$ cat config.mk
export PLATFORM = sky130hd
export DESIGN_NAME = xbar_rr_sched
export DESIGN_NICKNAME = d
export VERILOG_FILES = /design/src/rtl/xbar_rr_sched.sv
export SDC_FILE = /design/constraint.sdc
export NUM_CORES = 1
export LEC_CHECK = 0
export ABC_AREA = 1
export BUFFER_PORTS_ARGS = -buffer_cell sky130_fd_sc_hd__buf_2
export CAP_MARGIN = 20
export CORE_UTILIZATION = 26
export DETAILED_ROUTE_END_ITERATION = 8
export GPL_TIMING_DRIVEN = 0
export HOLD_SLACK_MARGIN = 0.12
export SKIP_LAST_GASP = 1
export SLEW_MARGIN = 10
export SYNTH_ARGS = -nofsm -noshare
export SYNTH_HDL_FRONTEND = slang
export SYNTH_SLANG_ARGS = --single-unit
$ cat constraint.sdc
create_clock -name clk -period 2.4 [get_ports clk]
set_clock_uncertainty 0.2 [all_clocks]
set_input_delay 0.24 -clock clk [delete_from_list [all_inputs] [get_ports clk]]
set_output_delay 0.24 -clock clk [all_outputs]
set_load 0.005 [all_outputs]
$ cat src/rtl/xbar_rr_sched.sv
// rtl/xbar_rr_sched.sv - round-robin scheduler driving the crossbar output mux selects
//
// Each input names one destination output. Every output runs its own
// IDLE/BUSY arbiter and locks onto one input until that input's transfer ends.
// The select bus and valid flags feed the per-output mux column.
//
// Ports:
//   clk    rising-edge clock
//   rst_n  asynchronous active-low reset
//   req    [N_IN]         input i has a beat for dest[i]
//   dest   [N_IN*SEL_W]   dest[i*SEL_W +: SEL_W] = target output of input i
//   last   [N_IN]         beat on input i is the final beat of its transfer
//   gnt    [N_IN]         input i owns an output; a beat moves when req[i]&gnt[i]
//   osel   [N_OUT*SEL_W]  osel[o*SEL_W +: SEL_W] = input routed to output o
//   ovld   [N_OUT]        output o has an owner
//
// Optional feature macro: XBAR_HOLD_TIMEOUT_EN
//   When defined, a per-output beat counter preempts an owner after MAX_HOLD
//   beats if another input is waiting for the same output.

module xbar_rr_sched #(
  parameter int N_IN     = 4,
  parameter int N_OUT    = 4,
  parameter int SEL_W    = 2,
  parameter int MAX_HOLD = 8
) (
  input  logic                   clk,
  input  logic                   rst_n,
  input  logic [N_IN-1:0]        req,
  input  logic [N_IN*SEL_W-1:0]  dest,
  input  logic [N_IN-1:0]        last,
  output logic [N_IN-1:0]        gnt,
  output logic [N_OUT*SEL_W-1:0] osel,
  output logic [N_OUT-1:0]       ovld
);

  typedef enum logic {IDLE = 1'b0, BUSY = 1'b1} state_t;

  state_t           state_q [N_OUT];
  state_t           state_d [N_OUT];
  logic [SEL_W-1:0] own_q   [N_OUT];
  logic [SEL_W-1:0] own_d   [N_OUT];
  logic [SEL_W-1:0] ptr_q   [N_OUT];
  logic [SEL_W-1:0] ptr_d   [N_OUT];
  logic [SEL_W-1:0] start   [N_OUT];
  logic [SEL_W-1:0] win     [N_OUT];
  logic [N_IN-1:0]  elig    [N_OUT];
  logic             rel     [N_OUT];
  logic             found   [N_OUT];
  logic [N_IN-1:0]  gnt_q;
  logic [N_IN-1:0]  gnt_d;

`ifdef XBAR_HOLD_TIMEOUT_EN
  localparam int CNT_W = $clog2(MAX_HOLD + 1);
  logic [CNT_W-1:0] cnt_q [N_OUT];
  logic [CNT_W-1:0] cnt_d [N_OUT];
`else
  logic unused_max_hold;
  assign unused_max_hold = |MAX_HOLD;
`endif

  always_comb begin
    int idx;
    idx   = 0;
    gnt_d = '0;
    for (int o = 0; o < N_OUT; o++) begin
      state_d[o] = state_q[o];
      own_d[o]   = own_q[o];
      ptr_d[o]   = ptr_q[o];
      found[o]   = 1'b0;
      win[o]     = '0;

      // Inputs already holding a grant (including one releasing on this edge)
      // are excluded, so a released owner can only re-win on a later edge.
      // Destinations >= N_OUT never match any output index.
      for (int i = 0; i < N_IN; i++) begin
        elig[o][i] = req[i] && !gnt_q[i] &&
                     (dest[i*SEL_W +: SEL_W] == SEL_W'(o));
      end

      // Owner finishes on its last beat or aborts by dropping req.
      rel[o] = (state_q[o] == BUSY) &&
               (!req[own_q[o]] || last[own_q[o]]);

`ifdef XBAR_HOLD_TIMEOUT_EN
      cnt_d[o] = cnt_q[o];
      if ((state_q[o] == BUSY) && req[own_q[o]] &&
          (cnt_q[o] != CNT_W'(MAX_HOLD))) begin
        cnt_d[o] = cnt_q[o] + 1'b1;
      end
      // Preempt only on an owner beat that reaches the limit with a waiter.
      if ((state_q[o] == BUSY) && req[own_q[o]] &&
          (cnt_d[o] == CNT_W'(MAX_HOLD)) && (|elig[o])) begin
        rel[o] = 1'b1;
      end
`endif

      // On release the search starts just past the departing owner.
      if (rel[o]) begin
        start[o] = (own_q[o] == SEL_W'(N_IN - 1)) ? '0 : own_q[o] + 1'b1;
        ptr_d[o] = start[o];
      end else begin
        start[o] = ptr_q[o];
      end

      // Walk from the highest offset down so the first hit at or after
      // start (mod N_IN) is what remains.
      for (int k = N_IN - 1; k >= 0; k--) begin
        idx = int'(start[o]) + k;
        if (idx >= N_IN) idx = idx - N_IN;
        if (elig[o][idx]) begin
          found[o] = 1'b1;
          win[o]   = SEL_W'(idx);
        end
      end

      if ((state_q[o] == IDLE) || rel[o]) begin
        if (found[o]) begin
          state_d[o] = BUSY;
          own_d[o]   = win[o];
`ifdef XBAR_HOLD_TIMEOUT_EN
          cnt_d[o]   = '0;
`endif
        end else begin
          state_d[o] = IDLE;
        end
      end

      if (state_d[o] == BUSY) gnt_d[own_d[o]] = 1'b1;
    end
  end

  always_ff @(posedge clk or negedge rst_n) begin
    if (!rst_n) begin
      gnt_q <= '0;
      for (int o = 0; o < N_OUT; o++) begin
        state_q[o] <= IDLE;
        own_q[o]   <= '0;
        ptr_q[o]   <= '0;
`ifdef XBAR_HOLD_TIMEOUT_EN
        cnt_q[o]   <= '0;
`endif
      end
    end else begin
      gnt_q <= gnt_d;
      for (int o = 0; o < N_OUT; o++) begin
        state_q[o] <= state_d[o];
        own_q[o]   <= own_d[o];
        ptr_q[o]   <= ptr_d[o];
`ifdef XBAR_HOLD_TIMEOUT_EN
        cnt_q[o]   <= cnt_d[o];
`endif
      end
    end
  end

  assign gnt = gnt_q;

  for (genvar o = 0; o < N_OUT; o++) begin : g_out
    assign osel[o*SEL_W +: SEL_W] = own_q[o];
    assign ovld[o]                = (state_q[o] == BUSY);
  end

endmodule

# Word-level counts from Yosys, hierarchy flattened
# Cells that the tools add are included.
word_totals:
  latchBits: 0
  n_memories: 0
  register_bits: 24
  mem_bits_rw: 0
  output_inout_bits: 16
  rom_bits: 0
  inputBits: 18
  elab_cells: 308
classes:
  n_shift: 0
  n_mul: 0
  n_addsub: 32
  bitwise_logic: 7
  n_eq_ne: 16
  reduce_logical: 48
  n_lt_le_gt_ge: 44
  mux: 148
  n_div: 0
op_table:
  columns: ["op", "count"]
  rows:
  - ["< comparator 32 x 4 -> 1 bit (second input constant)", 16]
  - ["two-way mux 32 bit", 16]
  - ["two-way mux 1 bit", 68]
  - ["two-way mux 2 bit", 32]
  - ["binary-select mux 1 bit (select 2 bit)", 24]
  - ["subtractor 3 x 3 -> 4 bit (second input constant)", 12]
  - [">= comparator 3 bit (second input constant)", 12]
  - ["logical AND 1 bit", 28]
  - ["adder 2 x 2 -> 3 bit (second input constant)", 8]
  - ["== test 2 bit (second input constant)", 12]
  - ["< comparator 2 x 3 -> 1 bit (second input constant)", 8]
  - ["two-way mux 4 bit", 4]
  - ["subtractor 2 x 3 -> 4 bit (second input constant)", 4]
  - ["adder 2 x 1 -> 3 bit (second input constant)", 4]
  - [">= comparator 2 x 3 -> 1 bit (second input constant)", 4]
  - ["bitwise OR 4 bit", 3]
  - ["adder 2 x 1 -> 2 bit (second input constant)", 4]
  - ["demux 1 bit (select 2 bit)", 4]
  - ["== test 2 x 1 -> 1 bit (second input constant)", 4]
  - [">= comparator 2 x 1 -> 1 bit (second input constant)", 4]
  - ["zero test 1 bit", 8]
  - ["zero test 2 bit", 4]
  - ["logical OR 1 bit", 8]
  - ["inverter 1 bit", 4]

# Depth between registers and ports, before layout
# Gate-level depths: netlist of the first run.
logic_depth:
  depth_word: 29
  ltp_mapped: 22

# Least setup slack after synthesis of the first run
# No wires, ideal clock.
synth_path:
  path_type: "register to register"
  start: "register own_q (netlist bit osel[2])"
  end: "register gnt_q[0], in the netlist gnt[0]"
  setup_time_ns: 0.119
  arrival_ns: 1.929
  period_less_slack_ns: 2.248
  path_slack_ns: 0.152
  path_buffers: 0
  stages_incl_launch_ff: 16
  cell_sequence: "dfrtp_1 -> ha_1 -> nor2_1 -> nand3_2 -> nand2_4 -> nand2_1 -> nand3_1 -> nand2_2 -> nor2_2 -> nand2_2 -> nand2_4 -> nand2_1 -> o21ai_2 -> nor2_1 -> nor2_1 -> nand2_1"
synth_rtl:
  columns: ["item", "line_no", "rtl"]
  rows:
  - ["from (decl)", "41", "logic [SEL_W-1:0] own_q [N_OUT];"]
  - ["from (signal, indexed assignment)", "148", "own_q[o] <= own_d[o];"]
  - ["to (signal assigned)", "145", "gnt_q <= gnt_d;"]
  - ["to (decl)", "50", "logic [N_IN-1:0] gnt_q;"]

# Worst setup path in the final report of the first run
layout_path:
  start: "register own_q (netlist bit osel[2])"
  end: "register gnt_q[0], in the netlist gnt[0]"
layout_via:
  elab_chain_cells: 28
  word_cells_on_any_way: 62
  cone_classes: "add/sub: 8; order compare: 6; eq/ne: 1; mux: 39; bitwise: 3; reduce/logical: 5"
layout_rtl:
  columns: ["item", "line_no", "rtl"]
  rows:
  - ["binary-select mux 1 bit (select 2 bit)", "83", "(!req[own_q[o]] || last[own_q[o]]);"]
  - ["two-way mux 1 bit (implied by the code)", "83", null]
  - ["zero test 1 bit", "83", null]
  - ["logical OR 1 bit", "83", null]
  - ["logical AND 1 bit", "82", "rel[o] = (state_q[o] == BUSY) &&"]
  - ["two-way mux 2 bit", null, null]
  - ["adder 2 x 2 -> 3 bit", "109", "idx = int'(start[o]) + k;"]
  - ["subtractor 3 x 3 -> 4 bit or >= comparator 3 bit (tied branches)", "110", "if (idx >= N_IN) idx = idx - N_IN;"]
  - ["[13 not listed]", null, null]
  - ["demux 1 bit (select 2 bit)", "129", "if (state_d[o] == BUSY) gnt_d[own_d[o]] = 1'b1;"]
  - ["bitwise OR 4 bit (no source line)", null, null]
  - ["two-way mux 4 bit (*)", "129", null]
  - ["bitwise OR 4 bit (no source line)", null, null]
  - ["two-way mux 4 bit (*)", "129", null]
  - ["bitwise OR 4 bit (no source line)", null, null]
  - ["two-way mux 4 bit (*)", "129", null]
  - ["named net gnt_d[0]", "51", "logic [N_IN-1:0] gnt_d;"]
# The timed path passes the listed nets; every way through them passes the cells marked *. The select of a mux whose other input is x is not followed.

==> results of run 1 <==
## cell usage in the layout, fill, tap and decap left out
master,n
o21ai_0,2
nor2_2,8
buf_2,33
a21boi_2,1
a21oi_2,1
o21ai_4,1
o21ai_2,4
ha_2,2
inv_1,66
a31oi_1,1
inv_2,7
nor2_1,27
nand2_8,4
a21oi_1,3
buf_6,3
and2_1,1
clkbuf_8,3
nor3_2,5
nor3_1,7
o21ai_1,3
bufinv_16,1
nand2_4,35
nand2_2,61
dlygate4sd3_1,1
ha_1,2
inv_4,3
nand4_1,2
nand3_1,44
nand3_2,30
nand3_4,6
nand3b_1,4
o21bai_1,1
buf_4,19
o21a_1,2
nor2_4,6
dfrtp_1,18
nand2_1,121
dfrtp_2,6
## cell families after synthesis
logic type | count (synthesis)
buffers and inverters | 78
AO/OA/AOI/OAI | 19
AND/OR/NAND/NOR | 359
flip-flops | 24
adder cells (fa/ha/maj) | 4
## registers in the layout (all words and copies together) (netlist names)
register and cells:
osel 8, ptr_q 8, gnt 4, ovld 4
## metrics by stage
stage	hold WS, ps	TNS (ps)	setup slack (ps)	instance area [um2]	util, %
6_report	305	-448	-134	3980	38.2
5_1_grt	371	-1190	-286	3980	38.2
4_1_cts	339	-205	-103	3490	33.5
3_5_place_dp	102	-610	-210	3150	30.2
3_3_place_gp	109	-506	-182	3150	30.2
2_1_floorplan	-256	0	152	2810	-
## worst reg2reg max path: cells and delay by family (launching register included)
family	cells	cell delay, ps
AND/OR/NAND/NOR	17	1610
flip-flops	1	500
buffers and inverters	1	110
## per-layer routing
metal / part of all wire [%] / global-route usage, % / up-vias
li1: - / - / 1637
met1: 43 / 18.9 / 1511
met2: 52 / 28.2 / 58
met3: 2.4 / 1.78 / 14
met4: 1.9 / 3.57 / 0
met5: 0 / 0 / -
## final cells by class
cell class                      count  area (um2)  share of cell area [%]
Inverter                           76         293                    7.36
Multi-Input combinational cell    384        2480                    62.4
Tap cell                          136         170                    4.28
Buffer                              2        22.5                   0.566
Timing Repair Buffer               54         329                    8.27
Clock buffer                        3        41.3                    1.04
Sequential cell                    24         608                    15.3
Clock inverter                      1        30.0                   0.755
## final timing paths
| kind | end | slack, ps | from |
|---|---|---|---|
| min | ptr_q[2] | 300 | rst_n |
| min in group clk | osel[1] | 370 | dest[6] |
| max | gnt[0] | -130 | osel[2] |
| max in group asynchronous | osel[0] | 1220 | rst_n |
| min reg2reg | ptr_q[1] | 380 | ptr_q[1] |
| max reg2reg | gnt[0] | -130 | osel[2] |
## repair_timing
item | CTS | global route
hold buffers | 1 | 0
hold endpoints to repair | 24 | 0
gates cloned | 2 | 1
setup endpoints to repair | 4 | 10
gates resized for setup | 47 | 108
pin swaps | 18 | 51
buffers inserted | 11 | 8
==> results.py, run 1 <==
metrics = {
    "timing": {
        "grt_setup_unrepaired": "true",
        "final-setup-viol-count": 4,
        "post-route-period-util_pct": 106,
        "slew_headroom_pct": 57.1,
        "max_freq_mhz": 395,
        "hold_viol": 0,
        "finalMaxSlewViolations": 0,
        "period_needed_ps": 2530,
        "worst_pin_slew_ps": 643,
        "setup_ws_ps": -134,
    },
    "synth": {
        "synth-compound-area-share_pct": 4.32,
        "synth_top_flop_cell": "dfrtp_1",
        "synthSimpleGateAreaFrac_pct": 61.5,
        "synth_top_family_by_area": "simple AND/OR/NAND/NOR gates",
        "avgSynthCellArea_um2": 5.81,
        "synthesis.nets": 506,
        "yosys-top-cells-count": "171 x nand2_1, 71 x nand3_1, 69 x inv_1",
        "muxShareOfSynthArea_pct": 0,
        "synth_adder_area_share_pct": 1.78,
        "ys_types": 27,
        "ys_warn_count": 0,
        "yosysSeqAreaShare_pct": 21.4,
        "synth_xor_area_share_pct": 0,
        "synth_top_area_cell": "nand2_1",
        "ys_async_sr_fraction_pct": 100,
        "synth_edf_count": 0,
        "ys_ff_latch": 24,
        "yosysMostFrequentCell": "nand2_1",
        "syn-cell-area_mm2": 0.00281,
        "yosys-top-cells-area": "nand2_1 23%, dfrtp_1 21%, nand3_1 13%, inv_1 9.2%, nand2_2 7.8%",
        "syn-instance-count": 484,
        "yosys.area.top_type_share_pct": 22.8,
    },
    "setup_path": {
        "crit_path_top_delay_cell": "dfrtp_2",
        "crit_path_start_kind": "register",
        "critical_path.top_delay_family": "simple AND/OR/NAND/NOR gates",
        "r2r_cells": 18,
        "crit_path_max_incr_delay_ps": 500,
        "critPathRequiredTime_ps": 2370,
        "path_cells": "inv_4 -> nand3_4 -> nand3_4 -> nand2_8 -> nand2_8 -> nand2_4 -> nand2_8 -> nand2_2 -> nand3_2 -> nand2_2 -> nor2_4 -> nand2_2 -> nand2_4 -> nand2_1 -> nand3_2 -> nor2_2 -> nor2_2 -> nand2_1",
        "critPathKind": "register to register",
        "cp_max_fo": 8,
        "cp.depth": 18,
        "critical_path_buf_inv_count": 1,
        "cp-end-kind": "register",
        "worstPathArrival_ps": 2500,
    },
    "finish": {
        "num_antenna_cells": 0,
        "nets": 567,
        "fill_cells": 1089,
        "drive_above_1_share_pct": 43.9,
        "area_growth_pct": 41.5,
        "final_cell_count_no_fill": 680,
    },
    "detailed_routing": {
        "vias_per_cell": 4.74,
        "drc": 0,
        "first_pass_iters": 4,
        "drtIter0Drc": 126,
        "wirelength_um": 8800,
        "drtAntennaViolNets": 0,
        "vias": 3220,
        "wire_per_inst_um": 12.9,
    },
    "cts": {
        "clk_pin_slew_ps": 100,
        "cts_buffers": 3,
        "cts_root_buffer": "clkbuf_8",
        "htreeDepth": 1,
        "clock-sinks": 24,
        "clock_latency_ps": 280,
        "clockBufferDepth": 2,
        "tritoncts": "done",
    },
    "place": {
        "gp_congestion": 0.890,
        "dp_cells": 653,
        "portBuffers": 33,
        "place.detailed.hpwl_um": 6300,
    },
    "die": {
        "rows": 37,
        "die_area_mm2": 0.0112,
        "die_y_um": 106,
        "initial_core_util_pct": 27.0,
        "coreArea_mm2": 0.0104,
        "ios": 34,
        "die_w_um": 106,
    },
    "global_routing": {
        "grt_overflow": 0,
        "grt_use_total_pct": 15.3,
        "grt_pass1_wl_um": 13800,
        "grt_pass1_vias": 3048,
        "antenna_found_initial": 0,
        "grt_max_degree": 25,
    },
    "status": {
        "status": "finished with violations",
        "failed_checks": "negative setup slack",
    },
    "min_path": {
        "hp-class": "input port to async pin",
    },
    "run": {
        "maxCapViolCount": 0,
    },
}
Power of run 1 is not shown: default switching activity piles up to over one toggle a cycle in this logic, so the estimate is an artifact.
==> run 2: changes to the inputs <==
- REMOVE_ABC_BUFFERS: unset -> 1
==> run 2 against run 1 <==
The run still ends with negative setup slack left. Non-clock buffer count decreased by 7. Worst hold slack about the same. Via count rose by 1.3%. First-iteration DRC count up 71%. Flip-flop and latch count is the same. Die area unchanged. Sequential share of layout area rose by 0.51 points. Final area shrank 3.2%. Routed wire length is 0.41% higher. Global-route usage rose by 0.079 points. Fmax grew 1.1%. Critical path type unchanged. Largest cell class unchanged.
==> results.py, run 2 (synthesis gave the netlist of run 1 again) <==
metrics = {
    "setup_path": {
        "cp-end-kind": "register",
        "critPathRequiredTime_ps": 2360,
        "crit_path_start_kind": "register",
        "critPathKind": "register to register",
        "cp_max_fo": 6,
        "worstPathArrival_ps": 2470,
    },
    "detailed_routing": {
        "drtIter0Drc": 216,
        "vias": 3262,
        "vias_per_cell": 4.83,
        "wirelength_um": 8840,
        "first_pass_iters": 4,
        "drc": 0,
        "drtAntennaViolNets": 0,
        "wire_per_inst_um": 13.1,
    },
    "die": {
        "die_area_mm2": 0.0112,
        "ios": 34,
        "die_w_um": 106,
        "die_y_um": 106,
        "rows": 37,
        "coreArea_mm2": 0.0104,
        "initial_core_util_pct": 27.0,
    },
    "finish": {
        "drive_above_1_share_pct": 41.7,
        "postLayoutCellArea_mm2": 0.00385,
        "fin_util_pct": 36.9,
        "num_antenna_cells": 0,
        "seq_area_um2": 608,
        "multi_input_area_mm2": 0.00242,
        "final_cell_mix": "122 x nand2_1, 67 x inv_1, 62 x nand2_2",
        "nets": 562,
        "fill_cells": 1095,
        "area_growth_pct": 37.0,
        "final_common_cell": "nand2_1",
    },
    "timing": {
        "grt_setup_unrepaired": "true",
        "fin_tns_setup_ps": -331,
        "post-route-period-util_pct": 104,
        "hold_viol": 0,
        "period_needed_ps": 2500,
        "setup_ws_ps": -105,
        "finalMaxSlewViolations": 0,
        "final-setup-viol-count": 4,
        "hold-worst-slack_ps": 304,
        "max_freq_mhz": 399,
        "slew_headroom_pct": 59.2,
        "worst_pin_slew_ps": 612,
    },
    "place": {
        "gp_congestion": 0.876,
        "place.detailed.hpwl_um": 6250,
        "portBuffers": 33,
        "place_area_mm2": 0.00312,
    },
    "cts": {
        "htreeDepth": 1,
        "clock_latency_ps": 270,
        "cts_buffers": 3,
        "cts_root_buffer": "clkbuf_8",
        "clockBufferDepth": 2,
        "tritoncts": "done",
        "clk_pin_slew_ps": 100,
        "clock-sinks": 24,
    },
    "status": {
        "status": "finished with violations",
        "failed_checks": "negative setup slack",
    },
    "global_routing": {
        "grt_max_degree": 25,
        "grt_pass1_vias": 3098,
        "grt_overflow": 0,
        "antenna_found_initial": 0,
        "grt_use_total_pct": 15.4,
        "grt_pass1_wl_um": 14000,
    },
    "run": {
        "maxCapViolCount": 0,
    },
    "min_path": {
        "hp-class": "input port to async pin",
    },
}
-- run 2: changes by cell type in the layout (fill, tap and decap cells not counted), moves of 2 or more --
cell,change
nor2_4,-2
buf_6,-2
nor2_1,+3
o21ai_1,-2
ha_2,-2
nand3_1,+4
buf_4,-5
ha_1,+2
nand3_4,-5
inv_4,-2
-- run 2: worst max-delay path: stages (launching register included) --
cell     delay [ps]
dfrtp_2         470
inv_2            90
nand3_2          60
nand3_2         110
nand2_4         100
nand2_8         110
nand2_4          70
nand2_4         110
nand2_2          70
nand2_2         100
nand2_2          70
nand2_4          90
nor2_4           40
nand2_2          80
nand2_4         100
nor2_4          120
nand2_2          70
nand3_2          60
nor2_2           50
nor2_2          140
nand2_1          60
-- run 2: layer usage --
| layer | share of wire (%) | global-route usage [%] |
|---|---|---|
| met1 | 44 | 19.8 |
| met2 | 50 | 27.0 |
| met3 | 4.2 | 1.04 |
| met4 | 2.1 | 5.46 |
| met5 | 0 | 0 |
-- run 2: metrics by stage --
stage | cells | worst slack (ps)
global route | 675 | -259
floorplan | 482 | 135
global placement | 651 | -245
finish | 675 | -105
detailed placement | 651 | -239
CTS | 670 | -95.3
-- run 2: final cells by class --
cell class | instances | share of cell area [%]
Tap cell | 136 | 4.42
Timing Repair Buffer | 49 | 7.57
Clock buffer | 3 | 1.07
Inverter | 76 | 7.48
Multi-Input combinational cell | 386 | 62.9
Sequential cell | 24 | 15.8
Clock inverter | 1 | 0.780
-- run 2: worst paths after layout --
| check | start | end | slack, ps | depth (start not counted) |
|---|---|---|---|---|
| max | osel[2] | gnt[0] | -100 | 20 |
| min | rst_n | osel[2] | 300 | 2 |
| max reg2reg | osel[2] | gnt[0] | -100 | 20 |
| min reg2reg | ptr_q[7] | ptr_q[7] | 360 | 2 |
| max in group asynchronous | rst_n | osel[4] | 1250 | 2 |
| min in group clk | ptr_q[7] | ptr_q[7] | 360 | 2 |
-- run 2: repair_timing --
item,in CTS,in global routing
endpoints found under the setup margin,6,8
pin swaps,19,35
cloned,4,0
buffers inserted,10,5
hold buffers,1,0
resized for setup,47,89
hold endpoints to repair,24,0
Power of run 2 is left out for the same reason.
